**src/rtl/uart_rx_cfg.sv**
```systemverilog
// Configurable UART receiver: 5..9 data bits, optional parity, 1/2 stop bits,
// OVERSAMPLE ticks per bit, with a valid/ack hold register and error flags.
module uart_rx_cfg #(
  parameter int DATA_BITS  = 8,
  parameter int OVERSAMPLE = 16,
  parameter int PARITY_EN  = 0,
  parameter int PARITY_ODD = 0,
  parameter int STOP_BITS  = 1
) (
  input  logic                 clk,
  input  logic                 reset,
  input  logic                 serial_in,
  input  logic                 tick_os,
  input  logic                 rx_ack,
  output logic [DATA_BITS-1:0] data_out,
  output logic                 rx_valid,
  output logic                 data_ready_pulse,
  output logic                 error_frame,
  output logic                 error_parity,
  output logic                 error_break,
  output logic                 error_overrun
);
  localparam int TW = $clog2(OVERSAMPLE);
  localparam int BW = $clog2(DATA_BITS + 1);
  localparam logic [TW-1:0] HALF_T = TW'(OVERSAMPLE / 2 - 1);
  localparam logic [TW-1:0] FULL_T = TW'(OVERSAMPLE - 1);
  localparam logic [BW-1:0] LAST_B = BW'(DATA_BITS - 1);
  localparam logic          LAST_S = 1'(STOP_BITS - 1);
  localparam logic          PEN    = (PARITY_EN != 0);
  localparam logic          PODD   = (PARITY_ODD != 0);

  typedef enum logic [2:0] {IDLE, START, DATA, PARITY, STOP, DONE} state_t;

  state_t                 state_q;
  logic                   r1_q, r2_q;
  logic [TW-1:0]          tick_q;
  logic [BW-1:0]          bit_q;
  logic                   stop_q, stop_bad_q, par_q;
  logic [DATA_BITS-1:0]   shift_q, data_q;
  logic                   valid_q, pulse_q, fe_q, pe_q, be_q, oe_q;
  logic                   fall_d;

  assign fall_d = ~r1_q & r2_q;

  always_ff @(posedge clk or posedge reset) begin
    if (reset) begin
      r1_q <= 1'b1;
      r2_q <= 1'b1;
    end else begin
      r1_q <= serial_in;
      r2_q <= r1_q;
    end
  end

  always_ff @(posedge clk or posedge reset) begin
    if (reset) begin
      state_q    <= IDLE;
      tick_q     <= '0;
      bit_q      <= '0;
      stop_q     <= 1'b0;
      stop_bad_q <= 1'b0;
      par_q      <= 1'b0;
      shift_q    <= '0;
      data_q     <= '0;
      valid_q    <= 1'b0;
      pulse_q    <= 1'b0;
      fe_q       <= 1'b0;
      pe_q       <= 1'b0;
      be_q       <= 1'b0;
      oe_q       <= 1'b0;
    end else begin
      pulse_q <= 1'b0;
      // A reload in DONE below overrides this clear of rx_valid.
      if (rx_ack && valid_q) begin
        valid_q <= 1'b0;
        oe_q    <= 1'b0;
      end
      case (state_q)
        IDLE: if (fall_d) begin
          state_q <= START;
          tick_q  <= '0;
        end
        START: if (tick_os) begin
          if (tick_q == HALF_T) begin
            tick_q <= '0;
            if (!r2_q) begin
              state_q    <= DATA;
              bit_q      <= '0;
              stop_bad_q <= 1'b0;
              fe_q       <= 1'b0;
              pe_q       <= 1'b0;
              be_q       <= 1'b0;
            end else begin
              state_q <= IDLE;
            end
          end else tick_q <= tick_q + 1'b1;
        end
        DATA: if (tick_os) begin
          if (tick_q == FULL_T) begin
            tick_q  <= '0;
            shift_q <= {r2_q, shift_q[DATA_BITS-1:1]};
            if (bit_q == LAST_B) begin
              state_q <= PEN ? PARITY : STOP;
              stop_q  <= 1'b0;
            end else bit_q <= bit_q + 1'b1;
          end else tick_q <= tick_q + 1'b1;
        end
        PARITY: if (tick_os) begin
          if (tick_q == FULL_T) begin
            tick_q  <= '0;
            par_q   <= r2_q;
            state_q <= STOP;
          end else tick_q <= tick_q + 1'b1;
        end
        STOP: if (tick_os) begin
          if (tick_q == FULL_T) begin
            tick_q <= '0;
            if (!r2_q) stop_bad_q <= 1'b1;
            if (stop_q == LAST_S) state_q <= DONE;
            else stop_q <= 1'b1;
          end else tick_q <= tick_q + 1'b1;
        end
        DONE: begin
          state_q <= IDLE;
          pulse_q <= 1'b1;
          fe_q    <= stop_bad_q;
          be_q    <= stop_bad_q && (shift_q == '0) && (!PEN || !par_q);
          pe_q    <= PEN && ((^{shift_q, par_q}) != PODD);
          if (!stop_bad_q) begin
            if (!valid_q || rx_ack) begin
              data_q  <= shift_q;
              valid_q <= 1'b1;
            end else oe_q <= 1'b1;
          end
        end
        default: state_q <= IDLE;
      endcase
    end
  end

  assign data_out         = data_q;
  assign rx_valid         = valid_q;
  assign data_ready_pulse = pulse_q;
  assign error_frame      = fe_q;
  assign error_parity     = pe_q;
  assign error_break      = be_q;
  assign error_overrun    = oe_q;
endmodule

```
**config.mk**
```make
export PLATFORM = sky130hd
export DESIGN_NAME = uart_rx_cfg
export DESIGN_NICKNAME = d
export VERILOG_FILES = /design/src/rtl/uart_rx_cfg.sv
export SDC_FILE = /design/constraint.sdc
export NUM_CORES = 1
export LEC_CHECK = 0
export BUFFER_PORTS_ARGS = -buffer_cell sky130_fd_sc_hd__buf_2
export CAP_MARGIN = 10
export CORE_MARGIN = 1.5
export CORE_UTILIZATION = 57
export CTS_BUF_LIST = sky130_fd_sc_hd__clkbuf_4 sky130_fd_sc_hd__clkbuf_8 sky130_fd_sc_hd__clkbuf_16
export DETAILED_ROUTE_END_ITERATION = 8
export PLACE_DENSITY_LB_ADDON = 0.1
export SLEW_MARGIN = 20
export SYNTH_ARGS = -nofsm -noshare
export SYNTH_HDL_FRONTEND = slang
export SYNTH_SLANG_ARGS = --single-unit
```
**constraint.sdc**
```tcl
create_clock -name clk -period 1.85 [get_ports clk]
set_clock_uncertainty 0.05 [all_clocks]
set_input_delay 0.2775 -clock clk [delete_from_list [all_inputs] [get_ports clk]]
set_output_delay 0.2775 -clock clk [all_outputs]
set_load 0.03 [all_outputs]
```
==> reports/results.tsv, run 1 <==
metric	value	unit
outcome	complete, but fails checks	
violations	DRC	
crit_family	simple AND/OR/NAND/NOR gates	
io_buffer_count	17	
leakagePower	0.9809	nW
ys_warn_count	0	
start_util	61.15	%
grt_overflow	0	
slowest_delay	0.60	ns
post_drt_wl_per_cell	15.50	um
num_antenna_cells	0	
grt_usage	22.31	%
clk_latency	0.34	ns
cts_tree	built	
synth_nets	159	
place_congestion	0.9056	
avgSynthCellArea	11.29	um2
period_share	92.90	%
syn_to_final_growth	17.36	%
path_class	flop to flop	
ys_seq_elements	35	
hpwl	2.504	mm
worstSetupEndpointType	flop	
critPathRequiredTime	2.04	ns
routed_wl	3.379	mm
die_area	3348	um2
max-vdd-ir-drop	527.2	uV
vias	1288	
power_density	909.5	nW/um2
cts_made_buffers	5	
drtAntennaViolNets	0	
total_power	1.831	mW
grt_max_degree	36	
root_buffer	clkbuf_4	
die_height	57.86	um
grt_pass1_wl	5.651	mm
clock.fmax	0.5819	GHz
synthCells	152	
cp-start-kind	flop	
post-cts-setup-buffers	0	
cp_max_fo	14	
die_x	57.86	um
drtPass1Iterations	8	
layout-drive-gt1-share	35.29	%
io_pins	19	
setup_viol	0	
drc	3	
clockBufferDepth	2	
arrival	1.91	ns
netlist_area	1715	um2
cts-htree-levels	2	
initialDrtViolationCount	75	
hold_viol	0	
rsz0062_at_grt	no	
cts_sinks	35	
nets	193	
regToRegSetupSlack	0.13	ns
async_flop_share	100.0	%
tns	0	ns
first_global_vias	1254	
ys_seq_area_share	51.20	%
min_period	1.719	ns
final-max-slew-violation-count	0	
vias_per_cell	5.908	
path_buf_inv	0	
synth_cell_types	48	
crit_chain	or4b_4 -> a21oi_4 -> o2bb2ai_1 -> a32o_1	
antenna_found_initial	0	
hold_class	primary input to flop	
coreArea	2805	um2
synth-edff-count	0	
rows	19	
ys.flop_type	dfrtp_1	
crit_slowest_cell	or4b_4	
drv_cap	0	
clkTransAtPathRegs	0.11	ns
-- sequential cells by signal, indices dropped and copies added, names as in the netlist, 3 cells and up --
register and cells:
data_out 8, shift_q 8, bit_q 4, tick_q 4
state_q 3
-- layout by cell type, fill, tap and decap left out, drive strengths merged, types with 2 or more instances in the layout --
cell | Yosys | routed
o21ai | 7 | 7
or2 | 2 | 2
nand3b | 4 | 4
o2bb2ai | 2 | 2
mux2 | 16 | 16
o211ai | 2 | 2
o21bai | 2 | 2
nand2 | 9 | 9
nand3 | 3 | 3
a22o | 3 | 3
buf | 6 | 32
nand2b | 4 | 4
ha | 2 | 2
nor4 | 4 | 4
dfstp | 2 | 2
o22ai | 4 | 4
a21o | 2 | 2
nor2 | 7 | 7
nand4b | 3 | 3
dlygate4sd3 | 0 | 2
a21oi | 5 | 5
dfrtp | 33 | 33
inv | 9 | 9
clkbuf | 1 | 7
-- metrics by stage --
stage	area [um2]	std cells	setup WS (ns)	hold slack [ns]	utilization (%)
detailed placement	1919	208	0.1214	0.3168	68.42
global placement	1919	208	0.1678	0.3228	68.42
floorplan	1715	152	0.1814	0.2320	-
finish	2013	218	0.1314	0.06373	71.77
global route	2013	218	0.003362	0.04232	71.77
CTS	2012	218	0.1017	0.05096	71.72
-- routing by layer --
layer | GRT usage, % | vias up | share of wire (%)
met3 | 6.027 | 7 | 3.2
met5 | 0 | - | 0
met2 | 35.55 | 26 | 49
met4 | 8.306 | 0 | 1.9
li1 | - | 621 | -
met1 | 29.38 | 634 | 46
-- cells in the mapped netlist, types with 2 or more instances --
library cell | instances | share of area (%)
or2_2 | 2 | 0.73
a22o_1 | 3 | 1.5
nand3_1 | 3 | 0.88
o21bai_1 | 2 | 0.88
o22ai_1 | 4 | 1.5
o2bb2ai_1 | 2 | 1.0
buf_4 | 2 | 0.88
dfrtp_1 | 33 | 48
mux2_2 | 16 | 11
o211ai_1 | 2 | 0.88
nand2b_1 | 4 | 1.5
a21oi_1 | 4 | 1.2
nor2_1 | 7 | 1.5
nand4b_1 | 3 | 1.5
o21ai_1 | 2 | 0.58
o21ai_0 | 5 | 1.5
buf_2 | 3 | 0.88
nor4_1 | 3 | 1.1
a21o_1 | 2 | 0.88
nand3b_1 | 4 | 1.8
inv_1 | 9 | 2.0
dfstp_2 | 2 | 3.1
ha_1 | 2 | 1.5
nand2_1 | 9 | 2.0
-- cell type report --
type	count	area (um2)
timing repair buffer	34	230.2
clock buffer	7	65.06
inverter	9	33.78
fill	204	792.0
multi-input combinational	101	758.2
tap	31	38.79
clock inverter	1	7.507
sequential	35	879.6
-- worst register-to-register path: stages (launching register included) --
cell	delay, ns
dfrtp_1	0.51
or4b_4	0.60
a21oi_4	0.18
o2bb2ai_1	0.09
a32o_1	0.19
-- worst paths after layout --
check | start | end | cells after the start
setup reg to reg | state_q[1]$_DFFE_PP0P_ | tick_q[2]$_DFFE_PP0P_ | 4
max in group asynchronous | reset | r2_q$_DFF_PP1_ | 4
hold / removal | rx_ack | error_overrun$_DFF_PP0_ | 2
setup / recovery | state_q[1]$_DFFE_PP0P_ | tick_q[2]$_DFFE_PP0P_ | 4
min in group asynchronous | reset | rx_valid$_DFF_PP0_ | 4
hold reg to reg | r1_q$_DFF_PP1_ | r2_q$_DFF_PP1_ | 0
-- what timing repair did --
action                                  CTS  global route
hold endpoints to repair                 34             0
hold buffers                              2             0
resized for setup                         0             1
endpoints found under the setup margin    0             4
-- report_power, final --
group / leakage, nW / internal [mW] / switching [mW]
logic: 0.493 / 0.217 / 0.243
clock network: 0.0375 / 0.222 / 0.248
registers: 0.450 / 0.832 / 0.0690
total: 0.981 / 1.27 / 0.560
-- cells by family (layout without fill, tap and decap cells) --
| kind of cell | after synthesis | count (layout) | synth area share (%) |
|---|---|---|---|
| AO/OA/AOI/OAI | 36 | 36 | 15.17 |
| XOR/XNOR | 1 | 1 | 0.5107 |
| adder cells (fa/ha/maj) | 2 | 2 | 1.459 |
| buffers and inverters | 16 | 51 | 4.594 |
| flip-flops | 35 | 35 | 51.20 |
| multiplexers | 17 | 17 | 11.09 |
| other | 1 | 1 | 0.2186 |
| AND/OR/NAND/NOR | 44 | 44 | 15.75 |
No activity file was read; power rests on OpenSTA's default activity.
==> run 2: changes to the inputs <==
--- a/config.mk
+++ b/config.mk
@@ -9,2 +9,3 @@
 export CAP_MARGIN = 10
+export CORE_ASPECT_RATIO = 0.75
 export CORE_MARGIN = 1.5
@@ -13,2 +14,3 @@
 export DETAILED_ROUTE_END_ITERATION = 8
+export MAX_ROUTING_LAYER = met4
 export PLACE_DENSITY_LB_ADDON = 0.1
==> constraint.sdc (replaced) <==
create_clock -name clk -period 1.85 [get_ports clk]
set_clock_uncertainty 0.05 [all_clocks]
set_input_delay 0.555 -clock clk [delete_from_list [all_inputs] [get_ports clk]]
set_output_delay 0.555 -clock clk [all_outputs]
set_load 0.03 [all_outputs]
==> run 2 against run 1 <==
Net effect:
- the flow now finishes without violations
- hold slack gained 0.24 ns
- clock power grew 14%
- non-clock buffer count shrank 6
- via count grew 0.39%
- clock-buffer cell count shrank 1
- cell area shrank 1.3%
- first-iteration DRC count shrank 2.7%
- largest power group unchanged
==> reports/results.tsv, run 2 (synthesis results as in run 1) <==
metric	value	unit
outcome	completed	
min_period	1.756	ns
io_pins	19	
cts_sinks	35	
power_density	941.4	nW/um2
post_drt_wl_per_cell	14.86	um
grt_overflow	0	
cts-htree-levels	2	
drtPass1Iterations	4	
syn_to_final_growth	15.83	%
nets	187	
ctsHoldBuffers	0	
holdWs	0.2994	ns
grt_usage	22.80	%
clockBufferDepth	2	
setup_viol	0	
post_cts_resized	0	
grt_max_degree	36	
vias_per_cell	5.931	
worstSetupEndpointType	flop	
cts_made_buffers	5	
die_height	50.51	um
grt_pass1_wl	5.451	mm
layout_common_cells	32 x dfrtp_1, 17 x buf_2, 16 x mux2_2	
arrival	1.87	ns
rows	17	
start_util	59.30	%
io_buffer_count	17	
antenna_found_initial	0	
gr-usage-met3	6.502	%
hold_class	primary input to async pin	
root_buffer	clkbuf_8	
initialDrtViolationCount	73	
cp_max_fo	12	
drtAntennaViolNets	0	
hpwl	2.394	mm
rsz0062_at_grt	no	
coreArea	2893	um2
place_congestion	0.9445	
grt-busiest-layer	met1	
tns	0	ns
period_share	94.92	%
hold_viol	0	
num_antenna_cells	0	
layout-drive-gt1-share	33.89	%
final_common_cell	dfrtp_1	
final-max-slew-violation-count	0	
leakagePower	0.9632	nW
first_global_vias	1155	
die_x	66.35	um
cts_tree	built	
grt_use_met2	29.67	%
critPathRequiredTime	1.96	ns
vias	1293	
clk_latency	0.28	ns
max-vdd-ir-drop	602.4	uV
path_class	flop to flop	
die_area	3351	um2
drc	0	
use_met1	34.53	%
clkTransAtPathRegs	0.07	ns
routed_wl	3.240	mm
cp-start-kind	flop	
clock.fmax	0.5695	GHz
post-cts-setup-buffers	0	
drv_cap	0	
fill_cells	224	
[run 2: path summary, 6_finish.rpt]
kind                                      endpoint              startpoint  slack [ns]  cells past startpoint
min in group clk                    r2_q$_DFF_PP1_          r1_q$_DFF_PP1_        0.32                      0
setup / recovery             tick_q[2]$_DFFE_PP0P_  state_q[1]$_DFFE_PP0P_        0.09                      4
hold / removal             error_break$_DFFE_PP0P_                   reset        0.30                      3
max in group asynchronous           r2_q$_DFF_PP1_                   reset        1.10                      3
setup reg to reg             tick_q[2]$_DFFE_PP0P_  state_q[1]$_DFFE_PP0P_        0.09                      4
hold reg to reg                     r2_q$_DFF_PP1_          r1_q$_DFF_PP1_        0.32                      0
[run 2: per-layer routing]
layer / routed length, um / vias to the layer above
met5: 0 / -
met4: 29 / 0
met3: 185 / 6
met2: 1388 / 42
met1: 1636 / 634
li1: - / 611
[run 2: area by class of cell]
type / instances / area, um2 / area share [%]
flip-flops and latches: 35 / 879.6 / 44.27
multi-input cells: 101 / 758.2 / 38.16
repair buffers: 28 / 180.2 / 9.068
clock buffers: 6 / 82.58 / 4.156
well taps: 38 / 47.55 / 2.393
inverters: 9 / 33.78 / 1.700
clock inverters: 1 / 5.005 / 0.2519
[run 2: where the power goes]
group	switching [mW]	internal, mW
combinational	0.211	0.192
sequential	0.0981	0.834
clock	0.244	0.291
total	0.553	1.32
[run 2: worst max-delay path, stage by stage (launching register included)]
cell and delay, ns:
dfrtp_1 0.50, or4b_4 0.61, a21oi_4 0.19, o2bb2ai_1 0.10, a32o_1 0.21
[run 2: through the flow]
| step | area (um2) | util [%] | power [mW] | instances | setup WS, ns |
|---|---|---|---|---|---|
| after floorplan | 1715 | - | 1.220 | 152 | 0.1814 |
| after global placement | 1898 | 65.61 | 1.321 | 211 | 0.1027 |
| after detailed placement | 1898 | 65.61 | 1.348 | 211 | 0.06049 |
| final | 1987 | 68.69 | 1.871 | 218 | 0.09403 |
| after global routing | 1987 | 68.69 | 1.982 | 218 | 0.01251 |
| after CTS | 1986 | 68.64 | 1.883 | 218 | 0.08782 |
==> run 3: changes to the inputs <==
- ABC_AREA: default -> 1
==> run 3 against run 2 <==
Net effect:
- combinational power rose to 2.6 times the previous value
- clock-buffer cell count rose by 1
- power rose by 41%
- critical path depth rose by 5
- global-route usage rose by 0.60 points
- sequential share of layout area rose by 1.3 points
- first-iteration DRC count rose by 5.5%
- worst setup slack improved by 0.026 ns
- utilization fell by 2.6 points
- synthesized area rose by 0.58%
- critical path type unchanged
- largest cell class unchanged
==> reports/results.tsv, run 3 <==
metric	value	unit
multi_input_area	700.7	um2
synth_top_area_share	47.86	%
crit_slowest_cell	dfrtp_1	
drv_cap	0	
layout-drive-gt1-share	15.83	%
root_buffer	clkbuf_8	
grt_pass1_wl	5.761	mm
crit_chain	ha_1 -> nand2_1 -> nor2_2 -> inv_1 -> nand2_1 -> nand2_1 -> nor2_1 -> nand3_1 -> nand2_1	
drc	0	
synth_nets	225	
vias	1419	
rows	17	
synth_cell_types	27	
arrival	1.89	ns
reg2regPathDepth	9	
post_drt_wl_per_cell	11.75	um
ys_top_cells_by_area	dfrtp_1 48%, nand2_1 15%, inv_1 6.3%	
path_class	flop to flop	
io_buffer_count	17	
grt_usage	23.40	%
initialDrtViolationCount	77	
synth-edff-count	0	
die_area	3369	um2
synth_commonest_cells	67 x nand2_1, 33 x dfrtp_1, 29 x inv_1, 19 x nor2_1, 16 x o21ai_0	
hpwl	2.485	mm
tns	0	ns
min_period	1.730	ns
io_pins	19	
die_x	66.53	um
power_density	1369	nW/um2
cts_made_buffers	5	
hold_class	primary input to async pin	
fill_cells	256	
synthCells	218	
ys_seq_elements	35	
ys_warn_count	0	
place_congestion	0.8313	
antenna_found_initial	0	
hold_viol	0	
drtAntennaViolNets	0	
post-cts-setup-buffers	0	
cts_tree	built	
clkTransAtPathRegs	0.07	ns
routed_wl	3.267	mm
avgSynthCellArea	7.915	um2
final_common_cell	nand2_1	
dp.cells	270	
outcome	completed	
slowest_delay	0.42	ns
nets	246	
rsz0062_at_grt	no	
cp-start-kind	flop	
netlist_area	1725	um2
yosysMostFrequentCell	nand2_1	
leakagePower	1.026	nW
ys.flop_type	dfrtp_1	
ys_seq_area_share	50.91	%
setup_viol	0	
start_util	59.21	%
grt_max_degree	36	
first_global_vias	1354	
final-max-slew-violation-count	0	
critPathRequiredTime	2.01	ns
critPathLaunch	tick_q[0]$_DFFE_PP0P_	
rr_startpoint	tick_q[0]$_DFFE_PP0P_	
coreArea	2914	um2
crit_top_cell	nand2_1	
max-vdd-ir-drop	816.9	uV
cts-htree-levels	2	
vias_per_cell	5.104	
cts_sinks	35	
fin_cells	278	
worstSetupEndpointType	flop	
syn_to_final_growth	11.60	%
clk_latency	0.28	ns
die_height	50.65	um
layout_common_cells	67 x nand2_1, 33 x dfrtp_1, 29 x inv_1	
drtPass1Iterations	4	
ff_latch_area	878.3	um2
async_flop_share	100.0	%
num_antenna_cells	0	
synth_top_cell_by_area	dfrtp_1	
clockBufferDepth	2	
cp_max_fo	5	
clock.fmax	0.5780	GHz
grt_overflow	0	
period_share	93.52	%
total_power	2.636	mW
-- run 3: final cells by class --
type / count / share of cell area [%]
clock buffer: 7 / 4.353
clock inverter: 1 / 0.2599
inverter: 31 / 6.108
multi-input combinational: 148 / 36.39
sequential: 35 / 45.61
tap: 38 / 2.469
timing repair buffer: 18 / 4.808
-- run 3: logic make-up (layout without fill, tap and decap cells) --
| kind of cell | count (synthesis) | count (layout) | synth area share [%] |
|---|---|---|---|
| flops | 35 | 35 | 50.91 |
| buf+inv | 35 | 57 | 8.628 |
| xor+xnor | 3 | 3 | 1.523 |
| compound gates | 29 | 29 | 9.427 |
| simple gates | 113 | 113 | 27.85 |
| other cells | 1 | 1 | 0.2173 |
| fa+ha+maj | 2 | 2 | 1.450 |
-- run 3: repair_timing --
action | CTS | global route
resized for setup | 0 | 1
hold buffers | 0 | 0
setup endpoints to repair | 0 | 5
-- run 3: metal layers --
| layer | wire (um) | GRT usage, % | up-vias |
|---|---|---|---|
| met2 | 1449 | 34.50 | 42 |
| met5 | 0 | - | - |
| met4 | 8 | 6.463 | 0 |
| li1 | - | - | 728 |
| met3 | 167 | 6.054 | 2 |
| met1 | 1641 | 32.22 | 647 |
-- run 3: through the flow --
stage	setup WS, ns	area [um2]	util [%]	hold slack (ns)
3_3_place_gp	0.1608	1834	62.95	0.3142
3_5_place_dp	0.1274	1834	62.95	0.3137
5_1_grt	0.02295	1926	66.08	0.2994
4_1_cts	0.09344	1923	65.99	0.3099
6_report	0.1199	1926	66.08	0.3141
2_1_floorplan	0.3733	1725	-	0.3041
-- run 3: where the power goes --
| part | total (mW) | switching, mW | internal [mW] |
|---|---|---|---|
| combinational | 1.05 | 0.750 | 0.301 |
| clock | 0.543 | 0.250 | 0.293 |
| sequential | 1.04 | 0.138 | 0.903 |
| total | 2.64 | 1.14 | 1.50 |
-- run 3: path summary, 6_finish.rpt --
path                                           to  slack, ns
setup reg to reg             bit_q[0]$_DFFE_PP0P_       0.12
setup / recovery             bit_q[0]$_DFFE_PP0P_       0.12
hold / removal             state_q[1]$_DFFE_PP0P_       0.31
min in group clk                   r1_q$_DFF_PP1_       0.32
max in group asynchronous          r2_q$_DFF_PP1_       1.11
hold reg to reg                    r2_q$_DFF_PP1_       0.32
-- run 3: worst max-delay path: cells and delay by family, from the launching register on --
family / cells / cell delay [ns]
adder cells (fa/ha/maj): 1 / 0.28
buffers and inverters: 1 / 0.10
flip-flops: 1 / 0.42
AND/OR/NAND/NOR: 7 / 0.81
